===== src/rtl/match_event_logger_if.sv =====
// Timestamp drain channel: valid/ready handshake carrying the FIFO head.
// The logger is the master; the consumer returns ts_ready.
interface match_event_logger_if #(
    parameter int TS_W = 8
);
    logic [TS_W-1:0] ts_out;
    logic            ts_valid;
    logic            ts_ready;

    modport master (
        output ts_out,
        output ts_valid,
        input  ts_ready
    );

    modport slave (
        input  ts_out,
        input  ts_valid,
        output ts_ready
    );
endinterface


===== src/rtl/match_event_logger.sv =====
// Timestamps detector match pulses into a first-word-fall-through FIFO, drained
// over a valid/ready channel; also keeps a saturating match count and a sticky overflow.
module match_event_logger #(
    parameter  int TS_W  = 8,
    parameter  int DEPTH = 4,
    parameter  int CNT_W = 8,
    localparam int LVL_W = $clog2(DEPTH) + 1
) (
    input  logic                   clk,
    input  logic                   rstn,
    input  logic                   match_in,
    input  logic                   clear,
    match_event_logger_if.master   ts_if,
    output logic [LVL_W-1:0]       fifo_level,
    output logic [CNT_W-1:0]       match_count,
    output logic                   overflow
);
    localparam int PTR_W = $clog2(DEPTH);

    logic [TS_W-1:0]  ts_q, ts_d;
    logic [PTR_W-1:0] wr_ptr_q, wr_ptr_d;
    logic [PTR_W-1:0] rd_ptr_q, rd_ptr_d;
    logic [LVL_W-1:0] level_q, level_d;
    logic [CNT_W-1:0] count_q, count_d;
    logic             ovf_q, ovf_d;
    logic [TS_W-1:0]  mem_q [DEPTH];

    logic empty, full, pop, push;

    assign empty = (level_q == '0);
    assign full  = (level_q == LVL_W'(DEPTH));
    // A full FIFO still accepts a match when the head leaves in the same cycle.
    assign pop   = !empty && ts_if.ts_ready && !clear;
    assign push  = match_in && !clear && (!full || pop);

    // NOTE: every next-state value is defaulted first so no path leaves one unassigned and infers a latch.
    always_comb begin
        ts_d     = ts_q;
        wr_ptr_d = wr_ptr_q;
        rd_ptr_d = rd_ptr_q;
        level_d  = level_q;
        count_d  = count_q;
        ovf_d    = ovf_q;
        if (clear) begin
            ts_d     = '0;
            wr_ptr_d = '0;
            rd_ptr_d = '0;
            level_d  = '0;
            count_d  = '0;
            ovf_d    = 1'b0;
        end else begin
            ts_d = ts_q + 1'b1;
            if (push) wr_ptr_d = wr_ptr_q + 1'b1;
            if (pop)  rd_ptr_d = rd_ptr_q + 1'b1;
            if (push && !pop)      level_d = level_q + 1'b1;
            else if (pop && !push) level_d = level_q - 1'b1;
            if (match_in && !push) ovf_d = 1'b1;
            if (match_in && (count_q != '1)) count_d = count_q + 1'b1;
        end
    end

    // NOTE: sequential state uses non-blocking assignments so every register samples pre-edge values.
    always_ff @(posedge clk or negedge rstn) begin
        if (!rstn) begin
            ts_q     <= '0;
            wr_ptr_q <= '0;
            rd_ptr_q <= '0;
            level_q  <= '0;
            count_q  <= '0;
            ovf_q    <= 1'b0;
        end else begin
            ts_q     <= ts_d;
            wr_ptr_q <= wr_ptr_d;
            rd_ptr_q <= rd_ptr_d;
            level_q  <= level_d;
            count_q  <= count_d;
            ovf_q    <= ovf_d;
        end
    end

    // NOTE: storage is not reset; an entry is only visible once level_q counts it, so stale data never escapes.
    always_ff @(posedge clk) begin
        if (push) mem_q[wr_ptr_q] <= ts_q;
    end

    assign ts_if.ts_valid = !empty;
    assign ts_if.ts_out   = empty ? '0 : mem_q[rd_ptr_q];
    assign fifo_level     = level_q;
    assign match_count    = count_q;
    assign overflow       = ovf_q;
endmodule


===== src/flat_wrapper.sv =====
// flat-port wrapper written by rule: the top's interface ports become plain ports
module match_event_logger_flat 
#(
    parameter  int TS_W  = 8,
    parameter  int DEPTH = 4,
    parameter  int CNT_W = 8,
    localparam int LVL_W = $clog2(DEPTH) + 1
)
  (clk, rstn, match_in, clear, fifo_level, match_count, overflow, ts_if_ts_out, ts_if_ts_valid, ts_if_ts_ready);
  match_event_logger_if #(.TS_W(TS_W)) ts_if_i ();
  input  logic clk;
  input  logic rstn;
  input  logic match_in;
  input  logic clear;
  output logic [LVL_W-1:0] fifo_level;
  output logic [CNT_W-1:0] match_count;
  output logic overflow;
  output wire logic [$bits(ts_if_i.ts_out)-1:0] ts_if_ts_out;
  output wire logic [$bits(ts_if_i.ts_valid)-1:0] ts_if_ts_valid;
  input wire logic [$bits(ts_if_i.ts_ready)-1:0] ts_if_ts_ready;
  assign ts_if_ts_out = ts_if_i.ts_out;
  assign ts_if_ts_valid = ts_if_i.ts_valid;
  assign ts_if_i.ts_ready = ts_if_ts_ready;
  match_event_logger #(.TS_W(TS_W), .DEPTH(DEPTH), .CNT_W(CNT_W)) u_core (.clk(clk), .rstn(rstn), .match_in(match_in), .clear(clear), .ts_if(ts_if_i), .fifo_level(fifo_level), .match_count(match_count), .overflow(overflow));
endmodule

===== config.mk =====
export PLATFORM = sky130hd
export DESIGN_NAME = match_event_logger_flat
export DESIGN_NICKNAME = d
export VERILOG_FILES = /design/src/rtl/match_event_logger_if.sv /design/src/rtl/match_event_logger.sv /design/src/flat_wrapper.sv
export SDC_FILE = /design/constraint.sdc
export NUM_CORES = 1
export LEC_CHECK = 0
export ABC_AREA = 0
export CORE_UTILIZATION = 55
export CTS_CLUSTER_SIZE = 16
export DETAILED_ROUTE_END_ITERATION = 10
export PLACE_DENSITY = 0.76
export SLEW_MARGIN = 10
export SYNTH_ARGS = -nofsm -noshare
export SYNTH_HDL_FRONTEND = slang
export SYNTH_SLANG_ARGS = --single-unit

===== constraint.sdc =====
create_clock -name clk -period 2.7 [get_ports clk]
set_clock_uncertainty 0.1 [all_clocks]
set_input_delay 0.54 -clock clk [delete_from_list [all_inputs] [get_ports clk]]
set_output_delay 0.54 -clock clk [all_outputs]
set_load 0.005 [all_outputs]

# Word level (Yosys, flattened, before mapping)
# Memory sizes are Yosys's and may differ from the RTL's.
# Index checks and enable logic that the tools add are counted.
word_totals:
  regBits: 24
  mem_bits_rw: 32
  wordCells: 50
  n_memories: 1
classes:
  n_addsub: 6
  n_eq_ne: 2
  n_mux: 15
  reduce_logical: 20
mem_list:
  columns: ["name", "depth", "width", "read_ports", "rd_clocked_by_memory_dff", "wr", "line", "rtl"]
  rows:
  - ["u_core.mem_q", 4, 8, 1, 0, 1, "match_event_logger.sv:26", "logic [TS_W-1:0] mem_q [DEPTH];"]
ops:
  columns: ["cell", "count"]
  rows:
  - ["$mux W8", 4]
  - ["$add A8 B1 Y8 const B", 2]
  - ["$mux W3", 3]
  - ["$logic_and A1 B1 Y1", 8]
  - ["$mux W2", 4]
  - ["$ne A8 B8 Y1 const B", 1]
  - ["$reduce_bool A2 Y1", 4]
  - ["$logic_not A1 Y1", 5]
  - ["$add A2 B1 Y2 const B", 2]
  - ["$mux W1", 4]
  - ["$add A3 B1 Y3 const B", 1]
  - ["$eq A3 B3 Y1 const B", 1]
  - ["$logic_not A3 Y1", 1]
  - ["$reduce_bool A3 Y1", 1]
  - ["$sub A3 B1 Y3 const B", 1]
  - ["$logic_or A1 B1 Y1", 1]

# Logic depth before layout (Yosys ltp)
logic_depth:
  word_depth: 11
  mapped_depth: 9
  depth_no_buf: 8

# Worst setup path before layout
# No wires, ideal clock.
synth_path:
  path_type: "input to register"
  start: "in ts_if_ts_ready"
  end: "reg u_core.level_q[2], in the netlist u_core.fifo_level[2]"
  arrival_ns: 2.252
  path_slack_ns: 0.266
  stages: 9
  n_path_buf: 1
  cell_sequence: "buf_2 -> nor4b_2 -> nor2_1 -> and2_1 -> fa_1 -> or3b_1 -> o21ai_0 -> nand2b_1 -> a31oi_1"
synth_via:
  elab_chain_cells: 7
  word_cells_on_any_way: 11
  classes_between: "2 x mux; 9 x reduce/logical"
synth_rtl:
  columns: ["element", "line", "rtl"]
  rows:
  - ["start: declaration", "flat_wrapper.sv:20", "input wire logic [$bits(ts_if_i.ts_ready)-1:0] ts_if_ts_ready;"]
  - ["$logic_and A1 B1 Y1 * (2 in a row)", "match_event_logger.sv:33", "assign pop = !empty && ts_if.ts_ready && !clear;"]
  - ["$logic_or A1 B1 Y1", "match_event_logger.sv:34", "assign push = match_in && !clear && (!full || pop);"]
  - ["$logic_and A1 B1 Y1", "match_event_logger.sv:34", null]
  - ["$logic_and A1 B1 Y1 or $logic_not A1 Y1 (tied branches)", "match_event_logger.sv:55, match_event_logger.sv:56", null]
  - ["$mux W3 or $logic_and A1 B1 Y1 (tied branches)", "match_event_logger.sv:55, match_event_logger.sv:56", null]
  - ["$mux W3 or $reduce_bool A3 Y1 (tied branches)", null, null]
  - ["end signal: assignment", "match_event_logger.sv:75", "level_q <= level_d;"]
  - ["end: declaration", "match_event_logger.sv:23", "logic [LVL_W-1:0] level_q, level_d;"]
# Every way passes the cells marked *; elsewhere a longest branch is shown, timed or not.
# A chain may end at the register's enable or synchronous reset.

# Worst setup path after layout
layout_path:
  start: "reg u_core.rd_ptr_q[0]"
  end: "out ts_if_ts_out[2]"
layout_via:
  elab_chain_cells: 2
layout_rtl:
  columns: ["element", "line", "rtl"]
  rows:
  - ["start: declaration", "match_event_logger.sv:22", "logic [PTR_W-1:0] rd_ptr_q, rd_ptr_d;"]
  - ["start signal: assignment", "match_event_logger.sv:74", "rd_ptr_q <= rd_ptr_d;"]
  - ["$mem_v2 Z4 W8", null, null]
  - ["$mux W8", "match_event_logger.sv:87", "assign ts_if.ts_out = empty ? '0 : mem_q[rd_ptr_q];"]
  - ["end: declaration", "flat_wrapper.sv:18", "output wire logic [$bits(ts_if_i.ts_out)-1:0] ts_if_ts_out;"]
# No other way between the ends.

==> Implementation_results.wiki <==
{| class="wikitable"
! Metric !! Value
|-
| Relative slew slack || 67.8%
|-
| Mean routed wirelength per cell || 16.6 um
|-
| Switching part of the total || 26.8%
|-
| Die X || 70.0 um
|-
| Number of sinks on the clock net || 56
|-
| Number of hold buffers added after cts || 0
|-
| Global placement routability congestion || 0.733
|-
| Kind of end point of the critical path || output port
|-
| Cell-by-cell trace of the critical path || buf_6 > mux4_2 > and2_1 > clkdlybuf4s50_1
|-
| Number of antenna-violating nets in the routed design || 0
|-
| Most used DFF post-synth || sky130_fd_sc_hd__edfxtp_1
|-
| Antenna violations before repair || 0
|-
| Peak ir drop on the vdd network || 0.000360 V
|-
| Launch point of the worst reg-to-reg path || u_core.fifo_level[1]
|-
| Sequential cell fraction of total power || 46.0%
|-
| Slowest CP cell || sky130_fd_sc_hd__mux4_2
|-
| Highest fanout seen on the critical path || 10
|-
| Quantity of I/O buffers inserted on ports || 25
|-
| Required time of the critical path || 2.06 ns
|-
| Syn Std Cell Area || 0.00254 mm^2
|-
| Share of the clock period used by the worst path after layout || 96.0%
|-
| Remaining global-route overflow || 0
|-
| Internal cell power || 1.65 mW
|-
| Reg clk slew, reported paths || 0.10 ns
|-
| # H-tree levels || 2
|-
| Worst min-delay path class || flip-flop to flip-flop
|-
| Largest cells by area after synthesis || sky130_fd_sc_hd__edfxtp_1 38%, sky130_fd_sc_hd__dfrtp_1 24%, sky130_fd_sc_hd__mux4_2 7.1%, sky130_fd_sc_hd__and2_1 3.4%, sky130_fd_sc_hd__nor2_1 3.1%
|-
| P per Cell Area || 757 mW/mm^2
|-
| Flip-flop and latch count after synthesis || 56
|-
| Final core utilization || 68.1%
|-
| Total wire length after detailed routing || 4480 um
|-
| Adder and majority cell fraction of the synthesized area || 3.74%
|-
| Number of vias per cell || 5.67
|-
| TritonCTS Buffers || 5
|-
| Worst stage delay on the critical path || 0.52 ns
|-
| Cell at the root of the clock tree || sky130_fd_sc_hd__clkbuf_8
|-
| Buffer depth of the longest clock path || 2
|-
| Main combinational cell family by area after synthesis || simple AND/OR/NAND/NOR gates
|-
| Area share of the largest cell type after synthesis || 37.8%
|-
| Post-Syn Nets || 198
|-
| 1st-pass router iterations || 4
|-
| Met1 wire length || 1910 um
|-
| First-pass GRT wire length || 7610 um
|-
| Placeable core area || 0.00438 mm^2
|-
| Fill cell instance count of the final layout || 327
|-
| Fraction of power consumed by the clock network || 23.4%
|-
| Synth warnings || 0
|-
| Setup violations, final || 0
|-
| Library cell occupying the most area in the post-synthesis netlist || sky130_fd_sc_hd__edfxtp_1
|-
| Via count of the routed design || 1532
|-
| Compound-gate portion of the synthesized area || 5.02%
|-
| TritonCTS clock tree || done
|-
| Post-CTS setup repair buffer count || 0
|-
| Highest routed layer || met4
|-
| Result of the run || completed
|-
| Fraction of the yosys area taken by sequential cells || 61.4%
|-
| Commonest cells in the synthesized netlist || 32 x sky130_fd_sc_hd__edfxtp_1, 24 x sky130_fd_sc_hd__dfrtp_1, 21 x sky130_fd_sc_hd__nor2_1
|-
| Antenna Cells || 0
|-
| Final cell count without fillers || 270
|-
| Most instantiated library cell after synthesis || sky130_fd_sc_hd__edfxtp_1
|-
| Data arrival time of the critical path || 1.95 ns
|-
| Leakage Power || 1.15 nW
|-
| Area growth syn-to-layout || 17.5%
|-
| Detail Placement HPWL || 3150 um
|-
| Number of synthesized flops with an enable pin || 32
|-
| Launch instance of the worst min-delay path || u_core.overflow
|-
| Kind of critical path || flip-flop to output port
|-
| Xor/xnor cell area share of the yosys netlist || 4.48%
|-
| Shortest period the worst path allows || 2.59 ns
|-
| I/O pin count || 26
|-
| Unrepaired setup endpoints after global routing || no
|-
| Initial standard-cell utilization of the core || 58.0%
|-
| Origin of the worst setup path || u_core.rd_ptr_q[0]
|-
| Total area of multi-input combinational cells || 927 um^2
|-
| Cell count after synthesis || 186
|-
| Post-placement cell count || 262
|-
| Post-detailed-route DRC marker count || 0
|-
| Share of layout cells above drive strength 1 || 12.4%
|-
| Pin count of the biggest net entering global routing || 27
|-
| Slew at the pin closest to its max-slew limit || 0.484 ns
|-
| Post-synthesis cell type count || 39
|-
| Fmax || 386 MHz
|-
| Number of placement rows || 24
|-
| Startpoint Class || flip-flop
|-
| Count of buffering cells on the critical path with inverters included || 2
|-
| Number of DRC violations after detailed-routing iteration 0 || 77
|-
| Share of cell area taken by muxes after synthesis || 8.37%
|-
| Overall die area || 0.00490 mm^2
|-
| Net switching power || 0.607 mW
|-
| Wire length on met3 || 117 um
|-
| Final Cell Area || 0.00299 mm^2
|-
| Amount of wire on met2 after detailed routing || 2370 um
|-
| Total track usage || 20.3%
|-
| Part of the total power dissipated in combinational logic || 30.6%
|-
| Clock Latency Late Sink || 0.30 ns
|-
| Count of final max-slew check failures || 0
|-
| Sequential cell area || 0.00156 mm^2
|-
| Height of the chip || 70.0 um
|-
| Vias in the first global route || 1593
|-
| Post-Synthesis Mean Instance Area || 13.7 um^2
|-
| Area share of and/or/nand/nor cells after synthesis || 14.7%
|-
| Max Cap Viol || 0
|-
| Cell family contributing the most delay on the critical path || buffers and inverters
|-
| Fraction of registers with async set/reset || 42.9%
|-
| Post-layout net count || 229
|-
| Final hold violation count || 0
|-
| Post-placement cell area || 0.00287 mm^2
|-
| Setup total negative slack || 0 ns
|}
## cells in the final DEF, fill, tap and decap left out, types with 7 or more instances in the layout
cell and count:
sky130_fd_sc_hd__nand3_1 7, sky130_fd_sc_hd__mux4_2 8, sky130_fd_sc_hd__edfxtp_1 32, sky130_fd_sc_hd__nor2_1 21, sky130_fd_sc_hd__xor2_1 9, sky130_fd_sc_hd__dfrtp_1 24
sky130_fd_sc_hd__and2_1 14, sky130_fd_sc_hd__clkdlybuf4s50_1 25
## tightest hold or removal path, stage by stage, from the launching register on
cell	delay, ns
sky130_fd_sc_hd__dfrtp_1	0.36
sky130_fd_sc_hd__a21oi_1	0.04
sky130_fd_sc_hd__nor2_1	0.08
## final cells by class
| class | instances | share of cell area (%) |
|---|---|---|
| Timing Repair Buffer | 32 | 10.3 |
| Clock inverter | 3 | 1.42 |
| Sequential cell | 56 | 52.3 |
| Clock buffer | 5 | 2.30 |
| Inverter | 4 | 0.503 |
| Tap cell | 52 | 2.18 |
| Multi-Input combinational cell | 118 | 31.0 |
## path summary, 6_finish.rpt
path	endpoint	slack (ns)	cells after the start
setup / recovery	ts_if_ts_out[2]	0.11	4
hold / removal	u_core.overflow	0.42	2
setup reg to reg	u_core.fifo_level[2]	0.32	8
hold reg to reg	u_core.overflow	0.42	2
max in group asynchronous	u_core.ts_q[5]	1.77	2
min in group asynchronous	u_core.rd_ptr_q[0]	0.49	2
## metrics by stage
step	total power [mW]	setup slack (ns)	hold slack, ns
5_1_grt	2.39	0.0180	0.459
4_1_cts	2.27	0.0264	0.422
3_3_place_gp	1.71	0.0195	0.382
2_1_floorplan	1.43	0.266	0.144
6_report	2.26	0.107	0.418
3_5_place_dp	1.74	-0.101	0.394
## logic make-up (layout without fill, tap and decap cells)
group,after synthesis,in the layout
xor gates and xnor gates,13,13
adders and majority gates,7,7
muxes,11,11
and+or+nand+nor,68,68
AOI/OAI and AO/OA,19,19
buffers and inverters,12,44
DFF,56,56
## layer usage
metal | GRT usage [%] | vias up
li1 | - | 731
met1 | 25.6 | 760
met2 | 35.3 | 35
met3 | 3.61 | 6
met4 | 7.33 | 0
met5 | 0 | -
## repair_timing
item,CTS,global route
endpoints found under the hold margin,0,0
resized for setup,0,2
setup endpoints to repair,0,9
## power groups by stage
stage	logic (mW)	registers, mW	clock network (mW)
2_1_floorplan	0.399	1.03	0
3_3_place_gp	0.663	1.05	0
3_5_place_dp	0.685	1.06	0
4_1_cts	0.687	1.04	0.542
5_1_grt	0.767	1.05	0.568
6_report	0.692	1.04	0.529
## state kept, by name, summed over array words and instances, names as in the netlist
name and cells:
u_core.wr_ptr_q 2, u_core.mem_q 32, u_core.ts_q 8, u_core.match_count 8, u_core.fifo_level 3, u_core.rd_ptr_q 2
u_core.overflow 1
(Power assumes the default switching activity.)
